<file path="config.mk">
export PLATFORM = sky130hd
export DESIGN_NAME = lieat_exu_share_arb
export DESIGN_NICKNAME = d
export VERILOG_FILES = /design/src/rtl/lieat_exu_share_arb_pkg.sv /design/src/rtl/lieat_exu_share_arb_rr_arb3.sv /design/src/rtl/lieat_exu_share_arb.sv
export SDC_FILE = /design/constraint.sdc
export NUM_CORES = 1
export LEC_CHECK = 0
export BUFFER_PORTS_ARGS = -buffer_cell sky130_fd_sc_hd__buf_4
export CORE_UTILIZATION = 45
export CTS_BUF_LIST = sky130_fd_sc_hd__clkbuf_8
export CTS_CLUSTER_SIZE = 16
export DETAILED_ROUTE_END_ITERATION = 10
export PLACE_DENSITY_LB_ADDON = 0.15
export SYNTH_ARGS = -nofsm -noshare
export SYNTH_HDL_FRONTEND = slang
export SYNTH_SLANG_ARGS = --single-unit
</file>
<file path="constraint.sdc">
create_clock -name clock -period 3.2 [get_ports clock]
set_clock_uncertainty 0.05 [all_clocks]
set_input_delay 0.16 -clock clock [delete_from_list [all_inputs] [get_ports clock]]
set_output_delay 0.16 -clock clock [all_outputs]
set_load 0.05 [all_outputs]
</file>
<file path="src/rtl/lieat_exu_share_arb_pkg.sv">
// Shared EXU-share definitions: requester indices, widths, slot type.
// Also hosts the round-robin pointer advance helper.
package lieat_exu_share_arb_pkg;

  localparam int EXU_XLEN    = 32;
  localparam int EXU_NREQ    = 3;
  localparam int EXU_REQ_ALU = 0;
  localparam int EXU_REQ_BJP = 1;
  localparam int EXU_REQ_CSR = 2;

  function automatic logic [1:0] rr_next(
    input logic [2:0] gnt
  );
    logic [1:0] nxt;
    nxt = 2'd0;
    unique case (1'b1)
      gnt[0]:  nxt = 2'd1;
      gnt[1]:  nxt = 2'd2;
      default: nxt = 2'd0;
    endcase
    return nxt;
  endfunction

endpackage

</file>
<file path="src/rtl/lieat_exu_share_arb_rr_arb3.sv">
// 3-way round-robin picker: first set req bit at or after ptr.
// Pointer value 3 behaves as 0.
module lieat_rr_arb3 (
  input  logic [2:0] req,
  input  logic [1:0] ptr,
  output logic [2:0] gnt
);

  logic [1:0] p;
  logic [2:0] rot;
  logic [2:0] pick;

  always_comb begin
    p    = (ptr == 2'd3) ? 2'd0 : ptr;
    rot  = req;
    gnt  = 3'b000;
    // rotate so the pointed-to requester sits at bit 0
    unique case (p)
      2'd1:    rot = {req[0], req[2:1]};
      2'd2:    rot = {req[1:0], req[2]};
      default: rot = req;
    endcase
    pick = rot[0] ? 3'b001 :
           rot[1] ? 3'b010 :
           rot[2] ? 3'b100 : 3'b000;
    unique case (p)
      2'd1:    gnt = {pick[1:0], pick[2]};
      2'd2:    gnt = {pick[0], pick[2:1]};
      default: gnt = pick;
    endcase
  end

endmodule

</file>
<file path="src/rtl/lieat_exu_share_arb.sv">
// Round-robin scheduler for the shared EXU datapath.
// One grant per cycle; results parked in per-requester response slots.
module lieat_exu_share_arb
  import lieat_exu_share_arb_pkg::*;
#(
  parameter int XLEN = EXU_XLEN
) (
  input  logic                       clock,
  input  logic                       reset,
  input  logic                       flush,
  input  logic [EXU_NREQ-1:0]        req_valid,
  output logic [EXU_NREQ-1:0]        req_ready,
  output logic [EXU_NREQ-1:0]        rsp_valid,
  input  logic [EXU_NREQ-1:0]        rsp_ready,
  output logic [EXU_NREQ*XLEN-1:0]   rsp_result,
  output logic                       share_alu_req,
  output logic                       share_bjp_req,
  output logic                       share_csr_req,
  input  logic [XLEN-1:0]            share_alu_res,
  input  logic [XLEN-1:0]            share_bjp_res,
  input  logic [XLEN-1:0]            share_csr_res
);

  logic [EXU_NREQ-1:0] vld_q, vld_d;
  logic [XLEN-1:0]     data_q [EXU_NREQ];
  logic [XLEN-1:0]     data_d [EXU_NREQ];
  logic [1:0]          rr_ptr_q, rr_ptr_d;
  logic [EXU_NREQ-1:0] elig;
  logic [EXU_NREQ-1:0] gnt;
  logic [XLEN-1:0]     res [EXU_NREQ];

  assign elig = req_valid & (~vld_q | rsp_ready) & {EXU_NREQ{~flush}};

  lieat_rr_arb3 u_pick (
    .req (elig),
    .ptr (rr_ptr_q),
    .gnt (gnt)
  );

  assign req_ready     = gnt;
  assign share_alu_req = gnt[EXU_REQ_ALU];
  assign share_bjp_req = gnt[EXU_REQ_BJP];
  assign share_csr_req = gnt[EXU_REQ_CSR];
  assign rsp_valid     = vld_q;

  assign res[EXU_REQ_ALU] = share_alu_res;
  assign res[EXU_REQ_BJP] = share_bjp_res;
  assign res[EXU_REQ_CSR] = share_csr_res;

  always_comb begin
    vld_d    = vld_q;
    rr_ptr_d = rr_ptr_q;
    for (int i = 0; i < EXU_NREQ; i++) begin
      data_d[i] = data_q[i];
      if (flush) begin
        vld_d[i] = 1'b0;
      end else if (gnt[i]) begin
        vld_d[i]  = 1'b1;
        data_d[i] = res[i];
      end else if (vld_q[i] && rsp_ready[i]) begin
        vld_d[i] = 1'b0;
      end
    end
    if (|gnt) rr_ptr_d = rr_next(gnt);
  end

  always_comb begin
    rsp_result = '0;
    for (int i = 0; i < EXU_NREQ; i++)
      rsp_result[XLEN*i +: XLEN] = data_q[i];
  end

  always_ff @(posedge clock) begin
    if (reset) begin
      vld_q    <= '0;
      rr_ptr_q <= 2'd0;
      for (int i = 0; i < EXU_NREQ; i++)
        data_q[i] <= '0;
    end else begin
      vld_q    <= vld_d;
      rr_ptr_q <= rr_ptr_d;
      for (int i = 0; i < EXU_NREQ; i++)
        data_q[i] <= data_d[i];
    end
  end

endmodule
</file>
==> metrics.md <==
| Metric | Value |
|---|---|
| Clock Path Buffers | 2 |
| Ys flop type | dfxtp_1 |
| Cell with the most instances after synthesis | dfxtp_1 |
| Switching pwr | 0.001053 W |
| DIE HEIGHT | between 90 and 100 um |
| FFs w/ async S/R, synth | 0 |
| Final Instance Area | ~0.0064 mm^2 |
| Clock share of power | 0.277 |
| Setup TNS | 0 ps |
| Layout cells sized above 1 | 0.3437 |
| Final Hold Viols | 0 |
| Gate Count Post-Synth | between 400 and 500 |
| Worst path most repeated cell | nand2_1 |
| First-pass GRT wire length | 19190 um |
| HP Class | input pin to flip-flop |
| Int Power | around 0.0021 W |
| Vias/cell | approximately 5.3 |
| Ant. Diodes | 0 |
| First-iteration detailed-routing DRC count | 160 |
| Combinational Power Share | 0.282 |
| EDFF count, synth | 0 |
| Post-CTS setup buffer count | 0 |
| Vias | 4310 |
| Antenna viol nets, final | 0 |
| Post-Synthesis Net Count | about 590 |
| Max incr delay on CP | roughly 530 ps |
| Synth Register Bits | about 100 |
| Dpl ws | between 900 and 1000 ps |
| Synth area leaders | dfxtp_1 (48%), nand2b_1 (10%), nand3_1 (8.0%), a21oi_1 (7.9%), mux2i_1 (7.8%) |
| Peak VDD IR | just under 0.0003 V |
| Clock-pin slew on the worst setup and hold paths | around 100 ps |
| Worst EP arrival | about 2500 ps |
| Slew HR | 0.2699 |
| Critical Path Slowest Stage Cell | mux2_2 |
| TritonCTS Buffers | 9 |
| Routed len/inst | approximately 15 um |
| Final setup vio count | 0 |
| Total GRT Usage | 0.2398 |
| Die area | just under 0.01 mm^2 |
| Max Cap Violations | 0 |
| Chip Width | approximately 99 um |
| Clock Latency Late Sink | ~360 ps |
| R2R setup slack | about 970 ps |
| Post-synthesis compound-gate area fraction | 0.1797 |
| Synth-to-Final Area Change | 51.41% |
| Cell Area, Synth | roughly 0.0042 mm^2 |
| Resize count post-CTS | 0 |
| XOR/XNOR Fraction of Synth Area | 0 |
| Critical Path Sink Type | output port |
| # DRC | 0 |
| Initial antenna violation count | 0 |
| Status | finished, final reports clean |
| Floorplan core area | just over 0.009 mm^2 |
| Largest family of logic cells by synthesized area | simple AND/OR/NAND/NOR gates |
| Sink Count | slightly above 100 |
| Vias in the first global route | between 4000 and 5000 |
| Setup crit start kind | flip-flop |
| Yosys top cell area share | 0.4761 |
| Cell variety after synth | 32 |
| Seq/Total Area, Yosys | 0.4761 |
| Placer Congestion | 0.7888 |
| Leakage power | around 3 nW |
| Critical Path RT | 2990 ps |
| Final worst slack | 538.0 ps |
| Yosys warning count | 0 |
| Multiplexer area fraction after synthesis | 0.08044 |
| Minimum clock period after layout | between 2000 and 3000 ps |
| Slew Limit Fails | 0 |
| Fin crit share | 0.8319 |
| Crit path kind | flip-flop to output port |
| Fmax | between 300 and 400 MHz |
| Cell Pwr Density | just under 500 mW/mm^2 |
| Unrepaired setup endpoints after global routing | false |
| Sequential power share | 0.442 |
| Switch share | 0.3378 |
| Placement Rows | 35 |
| Root Driver | clkbuf_8 |
| Slew @ Worst Pin | roughly 1100 ps |
| Initial Utilization | 0.4618 |
| Adder-cell area share of the yosys netlist | 0.005893 |
| Synth area leader | dfxtp_1 |
| CTS tree | done |
| Detail Placement HPWL | 7735 um |
| Grt ovf | 0 |
| Synth top cells by count | dfxtp_1 (101), nand2b_1 (68), nand3_1 (68) |
| Drt total wl | between 10000 and 15000 um |
| Hold Buf Count CTS | between 40 and 50 |
| Synth Area in Simple Gates | 0.1980 |
| Nets | 809 |
| Ports | 210 |
| Placement Cell Area | ~0.0058 mm^2 |
| Drt pass-1 iters | 5 |
| Htree depth | 3 |
| Worst-path fanout max | 34 |
| Worst path cell trace | inv_1 -> ha_1 -> nor2b_1 -> nand2_1 -> mux2_2 -> nand2_1 -> buf_4 |
| I/O Buffers | ~210 |
| Syn_area_per_cell | 8.847 um^2 |
| Pin count of the biggest net entering global routing | between 100 and 150 |
[placed cells by master, fill, tap and decap left out, types with 2 or more instances in the layout]
| cell type | n |
|---|---|
| ha_1 | 2 |
| nand2_1 | 5 |
| dlygate4sd3_1 | 42 |
| buf_4 | 215 |
| inv_6 | 3 |
| nor2b_2 | 2 |
| clkbuf_8 | 10 |
| a21oi_1 | 67 |
| o21ai_0 | 64 |
| mux2i_1 | 32 |
| inv_1 | 5 |
| or2_2 | 2 |
| nand2b_1 | 68 |
| dfxtp_1 | 101 |
| nand3_1 | 68 |
[final timing paths]
kind	startpoint	to	depth (start not counted)
worst min-delay path	share_bjp_res[26]	data_q[0][58]$_SDFFE_PP0P_	3
worst min register to register	data_q[0][79]$_SDFFE_PP0P_	data_q[0][79]$_SDFFE_PP0P_	2
worst max-delay path	rr_ptr_q[0]$_SDFFE_PP0P_	req_ready[2]	7
worst max register to register	rr_ptr_q[0]$_SDFFE_PP0P_	rr_ptr_q[1]$_SDFFE_PP0P_	7
[flip-flops by register name (all words and copies together) (netlist names)]
register   count
data_q        96
rr_ptr_q       2
rsp_valid      3
[worst max-delay path: cells and delay by family (launching register included)]
| kind | cells | cell delay (ps) |
|---|---|---|
| muxes | 1 | 530 |
| adders and majority gates | 1 | 380 |
| DFF | 1 | 340 |
| buffers and inverters | 2 | 280 |
| and+or+nand+nor | 3 | 560 |
[final cells by class]
| class | instances | area, um^2 |
|---|---|---|
| Tap cell | 111 | 138.9 |
| Timing Repair Buffer | 257 | 2034 |
| Multi-Input combinational cell | 327 | 1998 |
| Clock inverter | 6 | 76.32 |
| Clock buffer | 10 | 137.6 |
| Fill cell | 734 | 2766 |
| Sequential cell | 101 | 2022 |
| Inverter | 6 | 22.52 |
[through the flow]
stage,power (W),std cells,util,hold slack [ps]
5_1_grt,0.003256,818,0.6992,6.731
3_5_place_dp,0.002242,760,0.6302,379.2
3_3_place_gp,0.002226,760,0.6302,368.8
4_1_cts,0.003136,818,0.6992,0.3611
6_report,0.003117,818,0.6992,8.227
2_1_floorplan,0.001957,480,-,257.7
[power groups by stage]
| stage | Sequential, W | Combinational [W] | Clock, W |
|---|---|---|---|
| after floorplan | 0.00166 | 0.000295 | 0 |
| after global placement | 0.00140 | 0.000825 | 0 |
| after detailed placement | 0.00140 | 0.000837 | 0 |
| after CTS | 0.00138 | 0.000879 | 0.000881 |
| after global routing | 0.00139 | 0.000933 | 0.000936 |
| final | 0.00138 | 0.000878 | 0.000862 |
[cell families (layout without fill, tap and decap cells)]
| group | count (synthesis) | count (layout) |
|---|---|---|
| and+or+nand+nor | 149 | 149 |
| DFF | 101 | 101 |
| buffers and inverters | 52 | 279 |
| adders and majority gates | 2 | 2 |
| AOI/OAI and AO/OA | 142 | 142 |
| muxes | 34 | 34 |
[per-layer routing]
layer | wire length [um] | share of wire | global-route usage
met5 | 0 | 0 | 0
met4 | 337 | 0.028 | 0.1075
met3 | 774 | 0.065 | 0.04989
met2 | 6051 | 0.51 | 0.4169
met1 | 4775 | 0.40 | 0.2864
(Power assumes the default switching activity.)
